## src/rtl/clk_div_pkg.sv

```systemverilog
`default_nettype none
// ============================================================================
// Module   : clk_div_pkg
// Purpose  : Shared constants, ratio type and helpers for the programmable
//            clock divider.
// Revision : 1.0
// ============================================================================
package clk_div_pkg;

    localparam int RATIO_W = 8;
    localparam int DIV_MIN = 2;

    typedef logic [RATIO_W-1:0] ratio_t;

    function automatic logic [31:0] half_floor(input logic [31:0] n);
        return n >> 1;
    endfunction

endpackage : clk_div_pkg
`default_nettype wire

```

## src/rtl/clk_div_phase.sv

```systemverilog
`default_nettype none
// ============================================================================
// Module   : clk_div_phase
// Purpose  : Phase generation for the divider: posedge phase, negedge copy and
//            odd/even output mux giving a 50 % duty cycle for any ratio.
// Revision : 1.0
// ============================================================================
module clk_div_phase
    import clk_div_pkg::*;
#(
    parameter int CNT_W = RATIO_W
) (
    input  logic             clk_in,
    input  logic             rst,
    input  logic             en,
    input  logic [CNT_W-1:0] cnt,
    input  logic [CNT_W-1:0] n_act,
    output logic             clk_out
);

    logic             r_p_q;
    logic             r_n_q;
    logic             r_odd_q;
    logic [CNT_W-1:0] w_half;

    assign w_half = CNT_W'(half_floor(32'(n_act)));

    always_ff @(posedge clk_in) begin
        if (rst) begin
            r_p_q   <= 1'b0;
            r_odd_q <= 1'b0;
        end else begin
            r_p_q   <= en && (cnt < w_half);
            r_odd_q <= n_act[0];
        end
    end

    // Half-cycle delayed copy stretches the high phase by 0.5 cycle for odd N.
    always_ff @(negedge clk_in) begin
        if (rst) begin
            r_n_q <= 1'b0;
        end else begin
            r_n_q <= r_p_q;
        end
    end

    assign clk_out = r_odd_q ? (r_p_q | r_n_q) : r_p_q;

endmodule : clk_div_phase
`default_nettype wire

```

## src/rtl/clk_div_prog.sv

```systemverilog
`default_nettype none
// ============================================================================
// Module   : clk_div_prog
// Purpose  : Runtime-programmable 50 % duty integer clock divider with
//            glitch-free ratio changes at period boundaries.
// Revision : 1.0
// ============================================================================
module clk_div_prog
    import clk_div_pkg::*;
#(
    parameter int CNT_W       = RATIO_W,
    parameter int DIV_DEFAULT = 5
) (
    input  logic             clk_in,
    input  logic             rst,
    input  logic             en,
    input  logic [CNT_W-1:0] div_val,
    input  logic             div_load,
    output logic             clk_out,
    output logic             tick,
    output logic             load_ack,
    output logic             load_err
);

    localparam logic [CNT_W-1:0] c_one     = CNT_W'(1);
    localparam logic [CNT_W-1:0] c_div_min = CNT_W'(DIV_MIN);
    localparam logic [CNT_W-1:0] c_div_def = CNT_W'(DIV_DEFAULT);

    logic [CNT_W-1:0] r_cnt;
    logic [CNT_W-1:0] r_n_act;
    logic [CNT_W-1:0] r_pend_val;
    logic             r_pend_vld;
    logic             r_tick;
    logic             r_load_ack;
    logic             r_load_err;

    logic             w_wrap;
    logic             w_load_ok;
    logic             w_load_bad;
    logic             w_bypass;
    logic             w_apply;

    assign w_wrap     = en && (r_cnt == (r_n_act - c_one));
    assign w_load_ok  = div_load && (div_val >= c_div_min);
    assign w_load_bad = div_load && (div_val <  c_div_min);
    // A load landing exactly on the wrap edge takes effect at that same wrap.
    assign w_bypass   = w_load_ok && w_wrap;
    assign w_apply    = r_pend_vld && (w_wrap || !en);

    always_ff @(posedge clk_in) begin
        if (rst) begin
            r_cnt <= '0;
        end else if (!en || w_wrap) begin
            r_cnt <= '0;
        end else begin
            r_cnt <= r_cnt + c_one;
        end
    end

    always_ff @(posedge clk_in) begin
        if (rst) begin
            r_n_act    <= c_div_def;
            r_pend_val <= '0;
            r_pend_vld <= 1'b0;
            r_tick     <= 1'b0;
            r_load_ack <= 1'b0;
            r_load_err <= 1'b0;
        end else begin
            r_tick     <= en && (r_cnt == '0);
            r_load_ack <= w_bypass || w_apply;
            r_load_err <= w_load_bad;

            if (w_bypass) begin
                r_n_act <= div_val;
            end else if (w_apply) begin
                r_n_act <= r_pend_val;
            end

            if (w_load_ok && !w_bypass) begin
                r_pend_val <= div_val;
                r_pend_vld <= 1'b1;
            end else if (w_bypass || w_apply) begin
                r_pend_vld <= 1'b0;
            end
        end
    end

    clk_div_phase #(
        .CNT_W (CNT_W)
    ) u_phase (
        .clk_in  (clk_in),
        .rst     (rst),
        .en      (en),
        .cnt     (r_cnt),
        .n_act   (r_n_act),
        .clk_out (clk_out)
    );

    assign tick     = r_tick;
    assign load_ack = r_load_ack;
    assign load_err = r_load_err;

endmodule : clk_div_prog
`default_nettype wire

```

## config.mk

```make
export PLATFORM = sky130hd
export DESIGN_NAME = clk_div_prog
export DESIGN_NICKNAME = d
export VERILOG_FILES = /design/src/rtl/clk_div_pkg.sv /design/src/rtl/clk_div_phase.sv /design/src/rtl/clk_div_prog.sv
export SDC_FILE = /design/constraint.sdc
export NUM_CORES = 1
export LEC_CHECK = 0
export CORE_MARGIN = 3
export CORE_UTILIZATION = 60
export DETAILED_ROUTE_END_ITERATION = 7
export GPL_ROUTABILITY_DRIVEN = 0
export GPL_TIMING_DRIVEN = 0
export PLACE_DENSITY = 0.86
export SKIP_CTS_REPAIR_TIMING = 1
export SYNTH_ARGS = -nofsm -noshare
export SYNTH_HDL_FRONTEND = slang
export SYNTH_SLANG_ARGS = --single-unit
export TNS_END_PERCENT = 100
```

## constraint.sdc

```tcl
create_clock -name clk_in -period 4.7 [get_ports clk_in]
set_clock_uncertainty 0.15 [all_clocks]
set_input_delay 0.47 -clock clk_in [delete_from_list [all_inputs] [get_ports clk_in]]
set_output_delay 0.47 -clock clk_in [all_outputs]
set_load 0.02 [all_outputs]
```

# Yosys cells after proc, flatten, opt, wreduce, memory -nomap -nowiden
# Index checks and enable logic that the tools add are counted.
# totals
reg_bits,31
in_bits,12
word_cells,38
# classes
addsub,2
magnitude_cmp,3
eq_ne,1
mux,5
n_bitwise,1
reduce_logical,16
# op_table
op,count
two-way mux 8 bit,2
adder 8 x 1 -> 8 bit (second input constant),1
== test 8 bit,1
greater-or-equal comparator 8 x 2 -> 1 bit (second input constant),1
logical AND 1 bit,8
zero test 8 bit,1
less-than comparator 8 x 2 -> 1 bit (second input constant),1
less-than comparator 8 x 7 -> 1 bit,1
subtractor 8 x 1 -> 8 bit (second input constant),1
nonzero test 2 bit,2
two-way mux 1 bit,3
zero test 1 bit,2
logical OR 1 bit,2
OR reduction 2 bit,1
OR 1 bit,1

# Longest topological paths before layout
# Gate-level depths: netlist (run 1).
# logic_depth
ltp_word,8
ltp_mapped,10
ltp_nobuf,9

# Hierarchy
# A second synthesis (run 1) with hierarchy kept.
# hier_totals
hier_cells,201
area_unflattened_um2,1744.2
# modules_own_cells
module,instances,cells_each,area_each_um2
clk_div_prog,1,171,1490.2
clk_div_phase,1,30,254.0

==> results of run 1 <==
[layout make-up]
| type | count | area [um^2] |
|---|---|---|
| Tap cell | 30 | 37.5 |
| Fill cell | 201 | 654 |
| Inverter | 17 | 63.8 |
| Clock buffer | 5 | 37.5 |
| Sequential cell | 31 | 621 |
| Clock inverter | 4 | 18.8 |
| Buffer | 7 | 43.8 |
| Multi-Input combinational cell | 124 | 928 |
| Timing Repair Buffer | 14 | 140 |
[report_power, final]
group	switching (mW)	internal, mW	total, mW
combinational	0.0508	0.0509	0.102
clock	0.0939	0.0570	0.151
sequential	0.0155	0.278	0.294
[worst paths after layout]
path	cells past startpoint	end	slack, ns
setup / recovery	2	clk_out	0.37
hold / removal	2	r_pend_val[5]$_SDFFE_PP0P_	0.37
setup reg to reg	1	u_phase.r_n_q$_SDFF_NP0_	1.67
hold reg to reg	2	r_pend_val[5]$_SDFFE_PP0P_	0.37
[routing by layer]
layer | global-route usage (%) | part of all wire [%] | up-vias | routed length [um]
met5 | 0 | 0 | - | 0
met4 | 7.77 | 1.5 | 0 | 49
met3 | 6.14 | 3.5 | 5 | 117
met2 | 38.4 | 49 | 23 | 1630
met1 | 28.6 | 46 | 653 | 1540
li1 | - | - | 677 | -
[Yosys cell counts, types with 2 or more instances]
| cell type | n | share of area, % |
|---|---|---|
| sky130_fd_sc_hd__a21o_1 | 7 | 3.2 |
| sky130_fd_sc_hd__a21oi_1 | 10 | 3.0 |
| sky130_fd_sc_hd__and2_1 | 2 | 0.75 |
| sky130_fd_sc_hd__and3_1 | 3 | 1.1 |
| sky130_fd_sc_hd__buf_6 | 2 | 1.4 |
| sky130_fd_sc_hd__clkbuf_1 | 3 | 0.68 |
| sky130_fd_sc_hd__dfxtp_1 | 31 | 37 |
| sky130_fd_sc_hd__ha_1 | 9 | 6.8 |
| sky130_fd_sc_hd__inv_1 | 18 | 4.1 |
| sky130_fd_sc_hd__mux2i_1 | 8 | 4.8 |
| sky130_fd_sc_hd__nand2_1 | 3 | 0.68 |
| sky130_fd_sc_hd__nand2b_1 | 3 | 1.1 |
| sky130_fd_sc_hd__nand3_1 | 8 | 2.4 |
| sky130_fd_sc_hd__nor2_1 | 19 | 4.3 |
| sky130_fd_sc_hd__nor2b_1 | 2 | 0.75 |
| sky130_fd_sc_hd__nor3_1 | 3 | 0.90 |
| sky130_fd_sc_hd__nor4_1 | 3 | 1.1 |
| sky130_fd_sc_hd__nor4b_1 | 2 | 1.1 |
| sky130_fd_sc_hd__o21bai_1 | 2 | 0.90 |
| sky130_fd_sc_hd__o221a_1 | 3 | 2.0 |
| sky130_fd_sc_hd__o221a_2 | 3 | 2.0 |
| sky130_fd_sc_hd__o22ai_1 | 2 | 0.75 |
| sky130_fd_sc_hd__xnor2_1 | 7 | 3.7 |
| sky130_fd_sc_hd__xor2_1 | 8 | 4.2 |
[critical path, delay by kind of cell, from the launching register on]
| kind | cells | cell delay (ns) |
|---|---|---|
| buffers and inverters | 1 | 0.59 |
| flip-flops | 1 | 0.30 |
| AO/OA/AOI/OAI | 1 | 0.10 |
[stage by stage]
step / cell area (um^2) / setup WS, ns
global placement: 1840 / 0.641
CTS: 1890 / 0.347
finish: 1890 / 0.367
floorplan: 1660 / 1.25
detailed placement: 1840 / 0.615
global route: 1890 / 0.282
[cells by family after synthesis]
group           share of synthesized area [%]
compound gates                           19.0
xor+xnor                                 7.91
fa+ha+maj                                6.78
buf+inv                                  6.71
flops                                    37.4
mux                                      4.82
simple gates                             17.4
==> run summary, run 1 <==
VDD IR max -> 269 uV
Effective utilization at floorplan -> 65.2%
Setup repair after global routing missed its margin -> false
Average instance area after synthesis -> 9.22 um^2
Mapped Area -> 0.00166 mm^2
Chip height -> 58.6 um
Detail Route Antenna Nets -> 0
Sum Neg Setup Slack -> 0 ns
Slowest-stage cell, CP -> sky130_fd_sc_hd__clkdlybuf4s50_1
Fraction of final layout cells with drive strength greater than 1 -> 9.90%
Hold path start -> r_pend_val[5]$_SDFFE_PP0P_
Die area -> 0.00343 mm^2
Detailed-route via count -> 1358
Clock Sink Count -> 31
P per Cell Area -> 289 mW/mm^2
Final core area utilization -> 74.3%
IO Port Bufs -> 14
CP startpoint -> u_phase.r_n_q$_SDFF_NP0_
Post-detailed-route DRC marker count -> 0
Ports -> 16
YS warnings -> 0
GRT Resource Usage Total -> 23.0%
Placeable core region -> 0.00254 mm^2
Sum of net half-perimeters after detailed placement -> 2620 um
Tot Pwr -> 0.546 mW
Count of inserted antenna diode cells -> 0
Count of flip-flops with a built-in enable after synthesis -> 0
Total number of nets in the final design -> 222
Number of cells produced by synthesis -> 180
GR Overflow Total -> 0
Number of placement rows -> 18
Normalized max-slew margin -> 64.4%
Maximum clock path buffer count -> 2
Number of hold-slack violations in the final timing report -> 0
Placed Cells incl. Taps -> 224
Maximum cell stage delay along the critical path -> 0.59 ns
Routed wire per std cell -> 14.4 um
Antenna violations before repair -> 0
Worst Path Required -> 4.08 ns
Signed area change from the synthesized netlist to the final layout -> 13.9%
First-pass detailed-route iteration total -> 4
Clock transition at the registers of the reported paths -> 0.11 ns
Most common cell after layout, fill and taps aside -> sky130_fd_sc_hd__dfxtp_1
Via-per-instance ratio -> 5.85
Data arrival time at the worst-slack endpoint -> 3.71 ns
Critical path endpoint category -> output port
Sequential fraction of the synthesis area -> 37.4%
Startpoint class of the critical path -> flop
Depth of the CTS H-tree -> 2
Crit path max fanout -> 1
Total setup violations reported at the end of the flow -> 0
Wirelength, routed -> 3340 um
Number of synthesized register bits -> 31
Library cell used as clock root buffer -> sky130_fd_sc_hd__clkbuf_4
Via count of the first global-routing pass -> 1329
Cells along the critical path -> a21o_1, clkdlybuf4s50_1
Final-layout worst hold slack -> 0.368 ns
Clock insertion delay at the later pin of the skew report -> 0.34 ns
Finished Layout Cells -> 232
Max Cap Viol -> 0
Tightest Pin Transition -> 0.520 ns
Largest registers -> r_cnt: 8 flops, r_n_act: 8 flops, r_pend_val: 8 flops
Most instantiated flip-flop cell in the synthesis netlist -> sky130_fd_sc_hd__dfxtp_1
Kind of critical path -> reg -> out
Cell leakage power -> 0.830 nW
Class of the most critical hold timing path -> reg -> reg
Post-synthesis net count -> 201
Number of distinct library cells after synthesis -> 43
Inserted Clock Buffers -> 5
Most frequent cells in the layout -> sky130_fd_sc_hd__dfxtp_1, sky130_fd_sc_hd__inv_1, sky130_fd_sc_hd__nor2_1
Pin count of the biggest net entering global routing -> 11
First-pass GRT wire length -> 5990 um
Ys async rst share -> 0%
DIE WIDTH -> 58.6 um
Crit Reg-Reg Startpoint -> u_phase.r_p_q$_SDFF_PP0_
Number of design-rule violations left by the first detailed-router iteration -> 68
Pins Over Slew Limit -> 0
CTS tree -> built
Run status -> completed
No activity file was read; power rests on OpenSTA's default activity.
==> run 2, diff against run 1 <==
--- a/config.mk
+++ b/config.mk
@@ -5,6 +5,7 @@
 export SDC_FILE = /design/constraint.sdc
 export NUM_CORES = 1
 export LEC_CHECK = 0
+export ABC_CLOCK_PERIOD_IN_PS = 4700
 export CORE_MARGIN = 3
 export CORE_UTILIZATION = 60
 export DETAILED_ROUTE_END_ITERATION = 7
==> results of run 2 <==
No change in the layout: final DEF, timing and power equal those of run 1.
==> run 3, diff against run 2 <==
--- a/config.mk
+++ b/config.mk
@@ -11,7 +11,7 @@
 export DETAILED_ROUTE_END_ITERATION = 7
 export GPL_ROUTABILITY_DRIVEN = 0
 export GPL_TIMING_DRIVEN = 0
-export PLACE_DENSITY = 0.86
+export PLACE_DENSITY = 0.88
 export SKIP_CTS_REPAIR_TIMING = 1
 export SYNTH_ARGS = -nofsm -noshare
 export SYNTH_HDL_FRONTEND = slang
==> run summary, run 3 (synthesized netlist as in run 1, its figures left out) <==
Number of cells on the worst hold path -> 2 (unchanged)
Maximum cell stage delay along the critical path -> 0.59 ns (about the same)
Routed wire per std cell -> 14.6 um (+1.6%)
DIE WIDTH -> 58.6 um (unchanged)
Kind of critical path -> reg -> out
Sum of net half-perimeters after detailed placement -> 2680 um (+2.1%)
Detailed-route via count -> 1334 (-1.8%)
Fraction of final layout cells with drive strength greater than 1 -> 9.90% (unchanged)
Switching power share of the total -> 26.4% (-2.9 points)
Highest routing layer actually used -> met4
Chip height -> 58.6 um (unchanged)
Number of placement rows -> 18 (unchanged)
Tot Pwr -> 0.597 mW (+9.3%)
Net load switching power -> 0.158 mW (-1.4%)
Cell leakage power -> 0.836 nW (+0.71%)
Most frequent cells in the layout -> sky130_fd_sc_hd__dfxtp_1, sky130_fd_sc_hd__nor2_1, sky130_fd_sc_hd__inv_1
Total number of nets in the final design -> 222 (unchanged)
Wirelength, routed -> 3390 um (+1.6%)
Startpoint class of the critical path -> flop
Worst reg-to-reg path cell count -> 1 (unchanged)
Effective utilization at floorplan -> 65.2% (unchanged)
Critical path endpoint category -> output port
Number of design-rule violations left by the first detailed-router iteration -> 84 (+24%)
Depth of the CTS H-tree -> 2 (unchanged)
Post-detailed-route DRC marker count -> 0 (unchanged)
Detail Route Antenna Nets -> 0 (unchanged)
Antenna violations before repair -> 0 (unchanged)
Internal power contribution -> 0.439 mW (+14%)
Worst Path Required -> 4.08 ns (about the same)
Die area -> 0.00343 mm^2 (unchanged)
Clock Sink Count -> 31 (unchanged)
Library cell used as clock root buffer -> sky130_fd_sc_hd__clkbuf_4
Via count of the first global-routing pass -> 1354 (+1.9%)
Setup repair after global routing missed its margin -> false
Length of routed met3 wiring -> 149 um (+27%)
Pins Over Slew Limit -> 0 (unchanged)
First-pass GRT wire length -> 5860 um (-2.2%)
Clock insertion delay at the later pin of the skew report -> 0.33 ns (about the same)
Clock transition at the registers of the reported paths -> 0.09 ns (-0.02 ns)
CTS tree -> built
VDD IR max -> 263 uV (-2.4%)
Final design area excluding fillers -> 0.00191 mm^2 (+1.3%)
Via-per-instance ratio -> 5.75 (-1.8%)
Run status -> completed
Placeable core region -> 0.00254 mm^2 (unchanged)
Final-layout worst hold slack -> 0.366 ns (-0.00212 ns)
First-pass detailed-route iteration total -> 4 (unchanged)
Routed met1 length -> 1500 um (-3.0%)
Cells along the critical path -> a21o_1, clkdlybuf4s50_1
Share of power burned in combinational logic -> 16.9% (-1.7 points)
GR Overflow Total -> 0 (unchanged)
Post-DP Area -> 0.00184 mm^2 (unchanged)
Clk pwr share -> 33.9% (+6.3 points)
Sum Neg Setup Slack -> 0 ns (unchanged)
Maximum clock path buffer count -> 2 (unchanged)
Number of hold-slack violations in the final timing report -> 0 (unchanged)
Largest registers -> r_cnt: 8 flops, r_n_act: 8 flops, r_pend_val: 8 flops
Class of the most critical hold timing path -> reg -> reg
Total setup violations reported at the end of the flow -> 0 (unchanged)
Slowest-stage cell, CP -> sky130_fd_sc_hd__clkdlybuf4s50_1
Count of inserted antenna diode cells -> 0 (unchanged)
Flop pwr share -> 49.2% (-4.6 points)
Pin count of the biggest net entering global routing -> 11 (unchanged)
Most common cell after layout, fill and taps aside -> sky130_fd_sc_hd__dfxtp_1
Met2 wirelength from detailed routing -> 1700 um (+3.9%)
Signed area change from the synthesized netlist to the final layout -> 15.3%
Crit path max fanout -> 1 (unchanged)
Data arrival time at the worst-slack endpoint -> 3.72 ns (about the same)
P per Cell Area -> 312 mW/mm^2 (+8.0%)
Normalized max-slew margin -> 66.4% (+2.0 points)
Max Cap Viol -> 0 (unchanged)
Tightest Pin Transition -> 0.504 ns (-0.0164 ns)
GRT Resource Usage Total -> 22.7% (-0.32 points)
Ports -> 16 (unchanged)
IO Port Bufs -> 14 (unchanged)
Inserted Clock Buffers -> 5 (unchanged)
[run 3: final timing paths]
| kind | slack, ns | endpoint | startpoint |
|---|---|---|---|
| max | 0.36 | clk_out | u_phase.r_n_q$_SDFF_NP0_ |
| min | 0.37 | r_pend_val[2]$_SDFFE_PP0P_ | r_pend_val[2]$_SDFFE_PP0P_ |
| min reg2reg | 0.37 | r_pend_val[2]$_SDFFE_PP0P_ | r_pend_val[2]$_SDFFE_PP0P_ |
| max reg2reg | 1.66 | u_phase.r_n_q$_SDFF_NP0_ | u_phase.r_p_q$_SDFF_PP0_ |
[run 3: worst max-delay path: cells and delay by family (launching register included)]
kind / cells / cell delay [ns]
AOI/OAI and AO/OA: 1 / 0.10
buffers and inverters: 1 / 0.59
DFF: 1 / 0.30
[run 3: through the flow]
step | setup WS (ns) | util [%] | cells
final | 0.363 | 75.2 | 232
after global routing | 0.295 | 75.2 | 232
after CTS | 0.343 | 75.2 | 232
after detailed placement | 0.589 | 72.2 | 224
after global placement | 0.640 | 72.2 | 224
after floorplan | 1.25 | - | 180
[run 3: final cells by class]
cell class / instances / area (um^2)
Inverter: 17 / 63.8
Sequential cell: 31 / 621
Tap cell: 30 / 37.5
Clock inverter: 4 / 42.5
Timing Repair Buffer: 14 / 140
Clock buffer: 5 / 37.5
Multi-Input combinational cell: 124 / 928
Fill cell: 181 / 631
Buffer: 7 / 43.8
[run 3: routing by layer]
layer,vias up,global-route usage [%]
li1,675,-
met1,626,25.3
met2,28,39.2
met3,5,7.24
met4,0,10.0
met5,-,0
[run 3: power groups by stage]
stage	clock (mW)	combinational, mW	sequential [mW]
6_report	0.202	0.101	0.294
3_5_place_dp	0.00266	0.101	0.300
3_3_place_gp	0.00266	0.0962	0.298
4_1_cts	0.207	0.101	0.293
2_1_floorplan	0.00266	0.0716	0.296
5_1_grt	0.218	0.112	0.296
